[src/rtl/alu_pkg.sv]
// Shared opcodes, error codes and FSM state encoding for the sequential ALU.
package alu_pkg;

  localparam int unsigned OP_W  = 4;
  localparam int unsigned ERR_W = 2;

  localparam logic [OP_W-1:0] OP_ADD = 4'd1;
  localparam logic [OP_W-1:0] OP_SUB = 4'd2;
  localparam logic [OP_W-1:0] OP_MUL = 4'd3;
  localparam logic [OP_W-1:0] OP_DIV = 4'd4;
  localparam logic [OP_W-1:0] OP_MOD = 4'd5;

  localparam logic [ERR_W-1:0] ERR_NONE    = 2'b00;
  localparam logic [ERR_W-1:0] ERR_OVF     = 2'b01;
  localparam logic [ERR_W-1:0] ERR_DIV0    = 2'b10;
  localparam logic [ERR_W-1:0] ERR_ILLEGAL = 2'b11;

  typedef enum logic [1:0] {
    IDLE = 2'd0,
    BUSY = 2'd1,
    DONE = 2'd2
  } state_t;

  // MUL always iterates; DIV/MOD iterate only with a nonzero divisor.
  function automatic logic needs_core(input logic [OP_W-1:0] op, input logic b_zero);
    needs_core = (op == OP_MUL) || (((op == OP_DIV) || (op == OP_MOD)) && !b_zero);
  endfunction

endpackage

[src/rtl/seq_alu_itercore.sv]
// Unsigned W-iteration shift-add multiplier / restoring divider on one shared 2*W accumulator.
// The start edge loads the operands and performs the first iteration; done rises after the W-th.
module seq_alu_itercore #(
  parameter int unsigned W = 16
) (
  input  logic           clk,
  input  logic           reset,
  input  logic           start,
  input  logic           mode,
  input  logic [W-1:0]   a,
  input  logic [W-1:0]   b,
  output logic           done,
  output logic [2*W-1:0] prod,
  output logic [W-1:0]   quot,
  output logic [W-1:0]   rem
);

  localparam int unsigned CW = $clog2(W);

  logic          busy;
  logic          mode_q;
  logic [CW-1:0] cnt;
  logic [W-1:0]  hi, lo, b_q;

  logic          cur_mode;
  logic [W-1:0]  cur_hi, cur_lo, cur_b;
  logic [W:0]    add_sum, mul_base, shl, trial;
  logic [W-1:0]  hi_step, lo_step;

  // One iteration, taken either from the fresh operands (start) or the accumulator.
  always_comb begin
    cur_mode = start ? mode : mode_q;
    cur_hi   = start ? '0 : hi;
    cur_lo   = start ? a : lo;
    cur_b    = start ? b : b_q;

    add_sum  = {1'b0, cur_hi} + {1'b0, cur_b};
    mul_base = cur_lo[0] ? add_sum : {1'b0, cur_hi};
    shl      = {cur_hi, cur_lo[W-1]};
    trial    = shl - {1'b0, cur_b};

    hi_step  = mul_base[W:1];
    lo_step  = {mul_base[0], cur_lo[W-1:1]};
    if (cur_mode) begin
      if (!trial[W]) begin
        hi_step = trial[W-1:0];
        lo_step = {cur_lo[W-2:0], 1'b1};
      end else begin
        hi_step = shl[W-1:0];
        lo_step = {cur_lo[W-2:0], 1'b0};
      end
    end
  end

  always_ff @(posedge clk) begin
    if (reset) begin
      busy   <= 1'b0;
      done   <= 1'b0;
      mode_q <= 1'b0;
      cnt    <= '0;
      hi     <= '0;
      lo     <= '0;
      b_q    <= '0;
    end else if (start) begin
      busy   <= 1'b1;
      done   <= 1'b0;
      mode_q <= mode;
      b_q    <= b;
      cnt    <= CW'(1);
      hi     <= hi_step;
      lo     <= lo_step;
    end else if (busy) begin
      hi  <= hi_step;
      lo  <= lo_step;
      cnt <= cnt + CW'(1);
      if (cnt == CW'(W - 1)) begin
        busy <= 1'b0;
        done <= 1'b1;
      end
    end
  end

  assign prod = {hi, lo};
  assign quot = lo;
  assign rem  = hi;

endmodule

[src/rtl/seq_alu.sv]
// Clocked signed ALU: single-cycle ADD/SUB, iterative MUL/DIV/MOD, valid/ready on both sides.
module seq_alu
  import alu_pkg::*;
#(
  parameter int unsigned W = 16
) (
  input  logic             clk,
  input  logic             reset,
  input  logic             in_valid,
  output logic             in_ready,
  input  logic [W-1:0]     A,
  input  logic [W-1:0]     B,
  input  logic [OP_W-1:0]  Op,
  output logic             out_valid,
  input  logic             out_ready,
  output logic [2*W-1:0]   Result,
  output logic [ERR_W-1:0] Error
);

  localparam int unsigned W2 = 2 * W;

  state_t            state, state_nxt;
  logic              accept, b_zero, use_core, core_start, core_mode;
  logic [W-1:0]      mag_a, mag_b, sum, diff;
  logic [W2-1:0]     direct_res, core_res;
  logic [ERR_W-1:0]  direct_err, core_err;

  logic [OP_W-1:0]   op_q;
  logic              sa_q, sb_q, neg_q;

  logic              core_done;
  logic [W2-1:0]     prod, prod_s;
  logic [W-1:0]      quot, rem, quot_s, rem_s;

  always_comb begin
    accept     = in_valid && in_ready;
    b_zero     = (B == '0);
    use_core   = needs_core(Op, b_zero);
    core_start = accept && use_core;
    core_mode  = (Op != OP_MUL);
    mag_a      = A[W-1] ? W'(-A) : A;
    mag_b      = B[W-1] ? W'(-B) : B;
    sum        = A + B;
    diff       = A - B;
  end

  seq_alu_itercore #(.W(W)) u_core (
    .clk   (clk),
    .reset (reset),
    .start (core_start),
    .mode  (core_mode),
    .a     (mag_a),
    .b     (mag_b),
    .done  (core_done),
    .prod  (prod),
    .quot  (quot),
    .rem   (rem)
  );

  // Results that are known on the acceptance edge.
  always_comb begin
    direct_res = '0;
    direct_err = ERR_ILLEGAL;
    case (Op)
      OP_ADD: begin
        direct_res = {{W{sum[W-1]}}, sum};
        direct_err = {1'b0, (A[W-1] == B[W-1]) && (sum[W-1] != A[W-1])};
      end
      OP_SUB: begin
        direct_res = {{W{diff[W-1]}}, diff};
        direct_err = {1'b0, (A[W-1] != B[W-1]) && (diff[W-1] != A[W-1])};
      end
      OP_MUL:         direct_err = ERR_NONE;
      OP_DIV, OP_MOD: direct_err = ERR_DIV0;
      default:        direct_err = ERR_ILLEGAL;
    endcase
  end

  // Re-apply signs to the unsigned core outputs; MIN/-1 surfaces as a positive quotient with the top bit set.
  always_comb begin
    neg_q    = sa_q ^ sb_q;
    prod_s   = neg_q ? W2'(-prod) : prod;
    quot_s   = neg_q ? W'(-quot) : quot;
    rem_s    = sa_q ? W'(-rem) : rem;
    core_res = {{W{rem_s[W-1]}}, rem_s};
    core_err = ERR_NONE;
    case (op_q)
      OP_MUL: core_res = prod_s;
      OP_DIV: begin
        core_res = {{W{quot_s[W-1]}}, quot_s};
        core_err = {1'b0, !neg_q && quot[W-1]};
      end
      default: ;
    endcase
  end

  always_comb begin
    state_nxt = state;
    case (state)
      IDLE:    if (accept) state_nxt = use_core ? BUSY : DONE;
      BUSY:    if (core_done) state_nxt = DONE;
      DONE:    if (out_ready) state_nxt = IDLE;
      default: state_nxt = IDLE;
    endcase
  end

  always_ff @(posedge clk) begin
    if (reset) state <= IDLE;
    else       state <= state_nxt;
  end

  always_ff @(posedge clk) begin
    if (reset) begin
      in_ready  <= 1'b1;
      out_valid <= 1'b0;
      Result    <= '0;
      Error     <= ERR_NONE;
      op_q      <= '0;
      sa_q      <= 1'b0;
      sb_q      <= 1'b0;
    end else begin
      in_ready  <= (state_nxt == IDLE);
      out_valid <= (state_nxt == DONE);
      if (accept) begin
        op_q <= Op;
        sa_q <= A[W-1];
        sb_q <= B[W-1];
        if (!use_core) begin
          Result <= direct_res;
          Error  <= direct_err;
        end
      end else if ((state == BUSY) && core_done) begin
        Result <= core_res;
        Error  <= core_err;
      end
    end
  end

endmodule
[config.mk]
export PLATFORM = sky130hd
export DESIGN_NAME = seq_alu
export DESIGN_NICKNAME = d
export VERILOG_FILES = /design/src/rtl/alu_pkg.sv /design/src/rtl/seq_alu_itercore.sv /design/src/rtl/seq_alu.sv
export SDC_FILE = /design/constraint.sdc
export NUM_CORES = 1
export LEC_CHECK = 0
export CORE_MARGIN = 8
export CORE_UTILIZATION = 60
export CTS_CLUSTER_DIAMETER = 120
export DETAILED_ROUTE_END_ITERATION = 10
export DONT_BUFFER_PORTS = 1
export PLACE_DENSITY = 0.74
export SLEW_MARGIN = 0
export SYNTH_ARGS = -nofsm -noshare
export SYNTH_HDL_FRONTEND = slang
export SYNTH_SLANG_ARGS = --single-unit
[constraint.sdc]
create_clock -name clk -period 8.3 [get_ports clk]
set_input_delay 1.66 -clock clk [delete_from_list [all_inputs] [get_ports clk]]
set_output_delay 1.66 -clock clk [all_outputs]
set_load 0.02 [all_outputs]
Yosys cells after proc, flatten, opt, wreduce, memory -nomap -nowiden
Cells that the tools add are included.

cells by class
  add/sub/neg operators = 10
  multiply operators = 0
  div/mod/pow operators = 0
  magnitude comparators = 0
  equal/unequal tests = 17
  shift-type cells = 0
  mux-type cells = 38
  bitwise logic cells = 1
  reductions and logical operators = 20

operator list
  kind                                                   number
  2-to-1 mux 16 bit                                      14
  2-to-1 mux 32 bit                                      4
  case mux 32 bit (2 select lines)                       2
  negator 16 bit                                         4
  negator 32 bit                                         1
  adder 16 x 16 -> 17 bit                                1
  2-to-1 mux 17 bit                                      1
  subtractor 17 x 16 -> 17 bit                           1
  adder 16 bit                                           1
  zero test 16 bit                                       1
  subtractor 16 bit                                      1
  2-to-1 mux 2 bit                                       7
  equality test 4 x 2 -> 1 bit, second input constant    3
  equality test 4 x 3 -> 1 bit, second input constant    3
  2-to-1 mux 1 bit                                       8
  case mux 2 bit (4 select lines)                        1
  logical AND 1 bit                                      7
  case mux 2 bit (3 select lines)                        1
  adder 4 x 1 -> 4 bit, second input constant            1
  equality test 2 bit, second input constant             2
  equality test 4 x 1 -> 1 bit, second input constant    1
  equality test 4 bit, second input constant             1
  zero test 2 bit                                        2
  inequality test 4 x 2 -> 1 bit, second input constant  1
  other kinds (10)                                       17

word-level totals
  register bits = 99
  bits in latches = 0
  memory bits (writable) = 0
  ROM bits = 0
  output and inout port bits = 36
  memories kept = 0

Longest topological paths before layout
  word-level depth = 11
  gate-level depth with buffers = 24
  gate-level depth less buffers = 20

By module
Synthesis repeated with hierarchy kept, for this count alone.

second synthesis, totals
  cells, all modules = 1448
  area total of the unflattened synthesis = 10789.1 sq um

by module, submodules not included
  module            times used  cells an instance  area each (sq um)
  seq_alu           1           823                5911.9
  seq_alu_itercore  1           625                4877.2

Least setup slack after synthesis
Ideal clock, no wire load.

  kind = input-to-reg
  start = input port B[1]
  end = register u_core.hi[13], in the netlist u_core.rem[13]
  library setup time = 0.091 ns
  arrival = 7.282 ns
  required time = 8.209 ns
  slack = 0.927 ns
  stages on the path = 23
  buffers on the path = 6
  path through = inv_1 -> ha_1 -> or3b_4 -> or4_4 -> a21oi_4 -> buf_2 -> buf_2 -> buf_2 -> buf_2 -> buf_1 -> buf_2 -> a21oi_1 -> ha_1 -> a221oi_1 -> o21ai_0 -> a31o_2 -> maj3_1 -> a211oi_1 -> nor3_1 -> o31a_1 -> o21a_1 -> or4_1 -> a311oi_1

on the way
  longest elaborated chain between the ends = 11

RTL lines
  element                                                                line                    source
  start: declaration                                                     seq_alu.sv:12           input logic [W-1:0] B,
  branches (longest 11 deep; another with subtractor 17 x 16 -> 17 bit)  --
  end signal: assignment                                                 seq_alu_itercore.sv:70  hi <= hi_step;
  end signal: assignment                                                 seq_alu_itercore.sv:73  hi <= hi_step;
  end: declaration                                                       seq_alu_itercore.sv:23  logic [W-1:0] hi, lo, b_q;

Parallel ways; which one is timed is not known. The select of a mux whose other input is x is not followed.
A chain may end at the register's enable or synchronous reset.

Worst setup path in the final report
Ends and elaborated chain as after synthesis.

==> impl_summary.log <==
[metrics] Die Outline Area: 21,800 µm²
[metrics] run status: finished, final reports clean
[metrics] GRT met1 Usage: 0.426
[metrics] vias in the first global route: a little under 10,000
[metrics] clock tree sinks: 99
[metrics] DR vias: ~11,000
[metrics] area overhead of the layout relative to synthesis: 3.00%
[metrics] Die Height: 148 µm
[metrics] clock skew: 0.0124 ns
[metrics] buffers from clock root to sink, at most: 2
[metrics] number of non-filler instances in the completed layout: 1,627
[metrics] count of buffers added by post-CTS timing repair for setup: 0
[metrics] iteration count of the initial detailed-routing pass: 7
[metrics] most utilized layer in the global route result: met2
[metrics] Tightest Pin Transition: 1.28 ns
[metrics] global-route wire length before repair: 55,400 µm
[metrics] number of flops mapped to enable cells by yosys: 0
[metrics] data arrival time at the worst-slack endpoint: a little over 7 ns
[metrics] standard-cell rows: 48
[metrics] Worst Path Max Fanout: 16
[metrics] average wire per standard cell: 22.1 µm
[metrics] post-synth top area share: 0.191
[metrics] cell area after technology mapping: 10,400 µm²
[metrics] mean instance size in the synthesized netlist: ~7.0 µm²
[metrics] via count normalized by instance count: between 6 and 7
[metrics] total overflow reported by the global router: 0
[metrics] Layout fillers: 1,649
[metrics] number of synthesis warnings: 0
[metrics] unrepaired setup endpoints after global routing: no
[metrics] last weighted congestion value of the routability-driven placer: 1.03
[metrics] ranking of synthesized cells by area: dfxtp_1 (19%), xnor2_1 (7.3%), a21oi_1 (6.2%)
[metrics] share of synthesized registers carrying an async set or reset: 0
[metrics] synthesis-stage register bit count: 99
[metrics] type of the worst setup path: in -> reg
[metrics] root buffer selected by CTS: clkbuf_16
[metrics] final hold violation count: 0
[metrics] critical path launch point type: input port
[metrics] Starting Density: 0.607
[metrics] cell taking the most area after synthesis: dfxtp_1
[metrics] number of maximum-capacitance violations: 0
[metrics] number of antenna violations at the first check in global routing: 1
[metrics] placed cell count: 1,611
[metrics] smallest hold slack: 0.481 ns
[metrics] # resized after CTS: 0
[metrics] setup TNS: 0 ns
[metrics] total wire length: between 30,000 and 40,000 µm
[metrics] hold-fix buffers at CTS: 0
[metrics] crit end category: flop
[metrics] maximum VDD drop: 108 µV
[metrics] global routing usage summed across all routing layers: 0.317
[metrics] Skew-Pair Late Insertion Delay: about 0.37 ns
[metrics] largest net degree at the start of global routing: 78
[metrics] Unique masters post-synth: 87
[metrics] number of violations reported at the end of detailed-routing iteration 0: about 1,400
[metrics] fin. max-slew vios: 0
[metrics] sequential share of the synthesized area: 0.191
[metrics] fraction of final layout cells sized beyond drive strength 1: 0.0528
[metrics] number of endpoints failing setup at the final stage: 0
[metrics] met3 usage: 0.0868
[metrics] area of the core: 17,100 µm²
[metrics] time the worst path needs with I/O delays and setup: 6.87 ns
[metrics] Ports: 76
[metrics] clock tree from TritonCTS: built
[metrics] # H-tree levels: 3
[metrics] Worst-path clk slew: 0.08 ns
[metrics] dominant synthesized flop cell: dfxtp_1
[metrics] final antenna diode count: 0
[metrics] fraction of the cycle the final worst path needs: 0.828
[metrics] number of buffers added by the clock tree synthesis step: 9
[metrics] hold crit path type: reg -> reg
[metrics] required time at the worst-slack endpoint: roughly 8.5 ns
[metrics] number of remaining DRC errors: 0
[metrics] cell count after synthesis: 1,480
[metrics] worst max-slew margin expressed relative to the limit: 0.146
[metrics] Fmax: 146 MHz
[metrics] Power per Cell Area: 160 nW/µm²
[metrics] GRT met2 Usage: 0.478
[metrics] DP HPWL: 26,800 µm
[metrics] leak pwr: 0.00404 µW
[metrics] Syn Nets: 1,570
[metrics] overall die width: 148 µm
[metrics] number of nets with antenna violations after detailed routing: 0
[metrics] Final #Nets: 1,487
[metrics] Port Buf Inserts: 0
-- cells in the final DEF, fill, tap and decap left out, types with 35 or more instances in the layout --
cell type	count
o21ai_0	87
nand2_1	129
inv_1	66
nor2_1	166
o31ai_1	35
xnor2_1	87
a21oi_1	127
xor2_1	47
ha_1	48
dfxtp_1	99
nor3_1	47
-- routing by layer --
layer,part of all wire,wire [µm]
met4,0.030,1080
met5,0.00036,13
met1,0.42,15200
met2,0.43,15400
met3,0.12,4240
-- state kept, by name, summed over array words and instances (netlist names), 2 cells and up --
signal and count:
Result 32, u_core.quot 16, u_core.cnt 4, Error 2
op_q 4, u_core.b_q 16, state 2, u_core.rem 16
-- synth_stat cells, drive strengths merged, types with 6 or more instances --
cell type	count
a31oi	15
o22ai	7
maj3	6
nor3	47
nor2b	16
a22oi	8
o21bai	7
o41ai	9
nor4	25
a21o	14
or3	17
and3	9
o221ai	9
a211oi	34
or2	11
a21oi	130
ha	48
nand2b	26
nand2	129
o21ai	95
o211ai	27
and2	10
a221oi	10
dfxtp	99
mux2i	12
or4	10
a311oi	11
a221o	9
xnor2	87
o31ai	35
buf	24
nor2	167
clkbuf	89
inv	66
xor2	47
nand3	32
-- stage by stage --
| step | power (µW) | cell area [µm²] | util | setup slack, ns |
|---|---|---|---|---|
| final | 1710 | 10700 | 0.625 | 1.43 |
| after global routing | 1790 | 10700 | 0.625 | 1.09 |
| after CTS | 1690 | 10700 | 0.625 | 1.55 |
| after detailed placement | 1260 | 10400 | 0.608 | 1.18 |
| after global placement | 1250 | 10400 | 0.608 | 1.32 |
| after floorplan | 1110 | 10400 | - | 0.927 |
-- cell families after synthesis --
group / synth area share
AOI/OAI and AO/OA: 0.304
xor gates and xnor gates: 0.113
adders and majority gates: 0.0674
buffers and inverters: 0.0668
DFF: 0.191
muxes: 0.0148
and+or+nand+nor: 0.243
-- area by class of cell --
cell class	count	area, µm²	area share
clock inverters	6	67.6	0.00631
repair buffers	19	143	0.0133
flip-flops and latches	99	1980	0.185
multi-input cells	1201	7750	0.724
clock buffers	10	229	0.0214
inverters	67	251	0.0235
well taps	225	282	0.0263
-- worst max-delay path, stage by stage --
cell      delay (ns)
inv_1           0.13
ha_1            0.27
or3b_4          0.50
or4_4           0.59
a21oi_4         0.33
nor3_1          0.11
a21oi_1         0.22
ha_1            0.27
inv_1           0.08
ha_1            0.23
o31ai_1         0.35
o311a_1         0.26
o211ai_1        0.15
a211oi_1        0.65
nor4_4          0.14
a211oi_4        0.42
buf_4           0.30
nor2_1          0.06
o31ai_1         0.22
a311oi_1        0.12
-- power by group --
part | internal, µW | switching [µW] | leakage [µW]
registers | 510 | 75.5 | 0.000809
clock network | 214 | 226 | 0.000144
logic | 266 | 423 | 0.00309
-- final timing paths --
check	startpoint	endpoint	slack [ns]	depth (start not counted)
setup / recovery	B[1]	u_core.rem[13]	1.43	20
hold / removal	op_q[1]	op_q[1]	0.48	2
setup reg to reg	in_ready	u_core.rem[13]	2.78	17
hold reg to reg	op_q[1]	op_q[1]	0.48	2
Power figures use the tool's default switching activity.
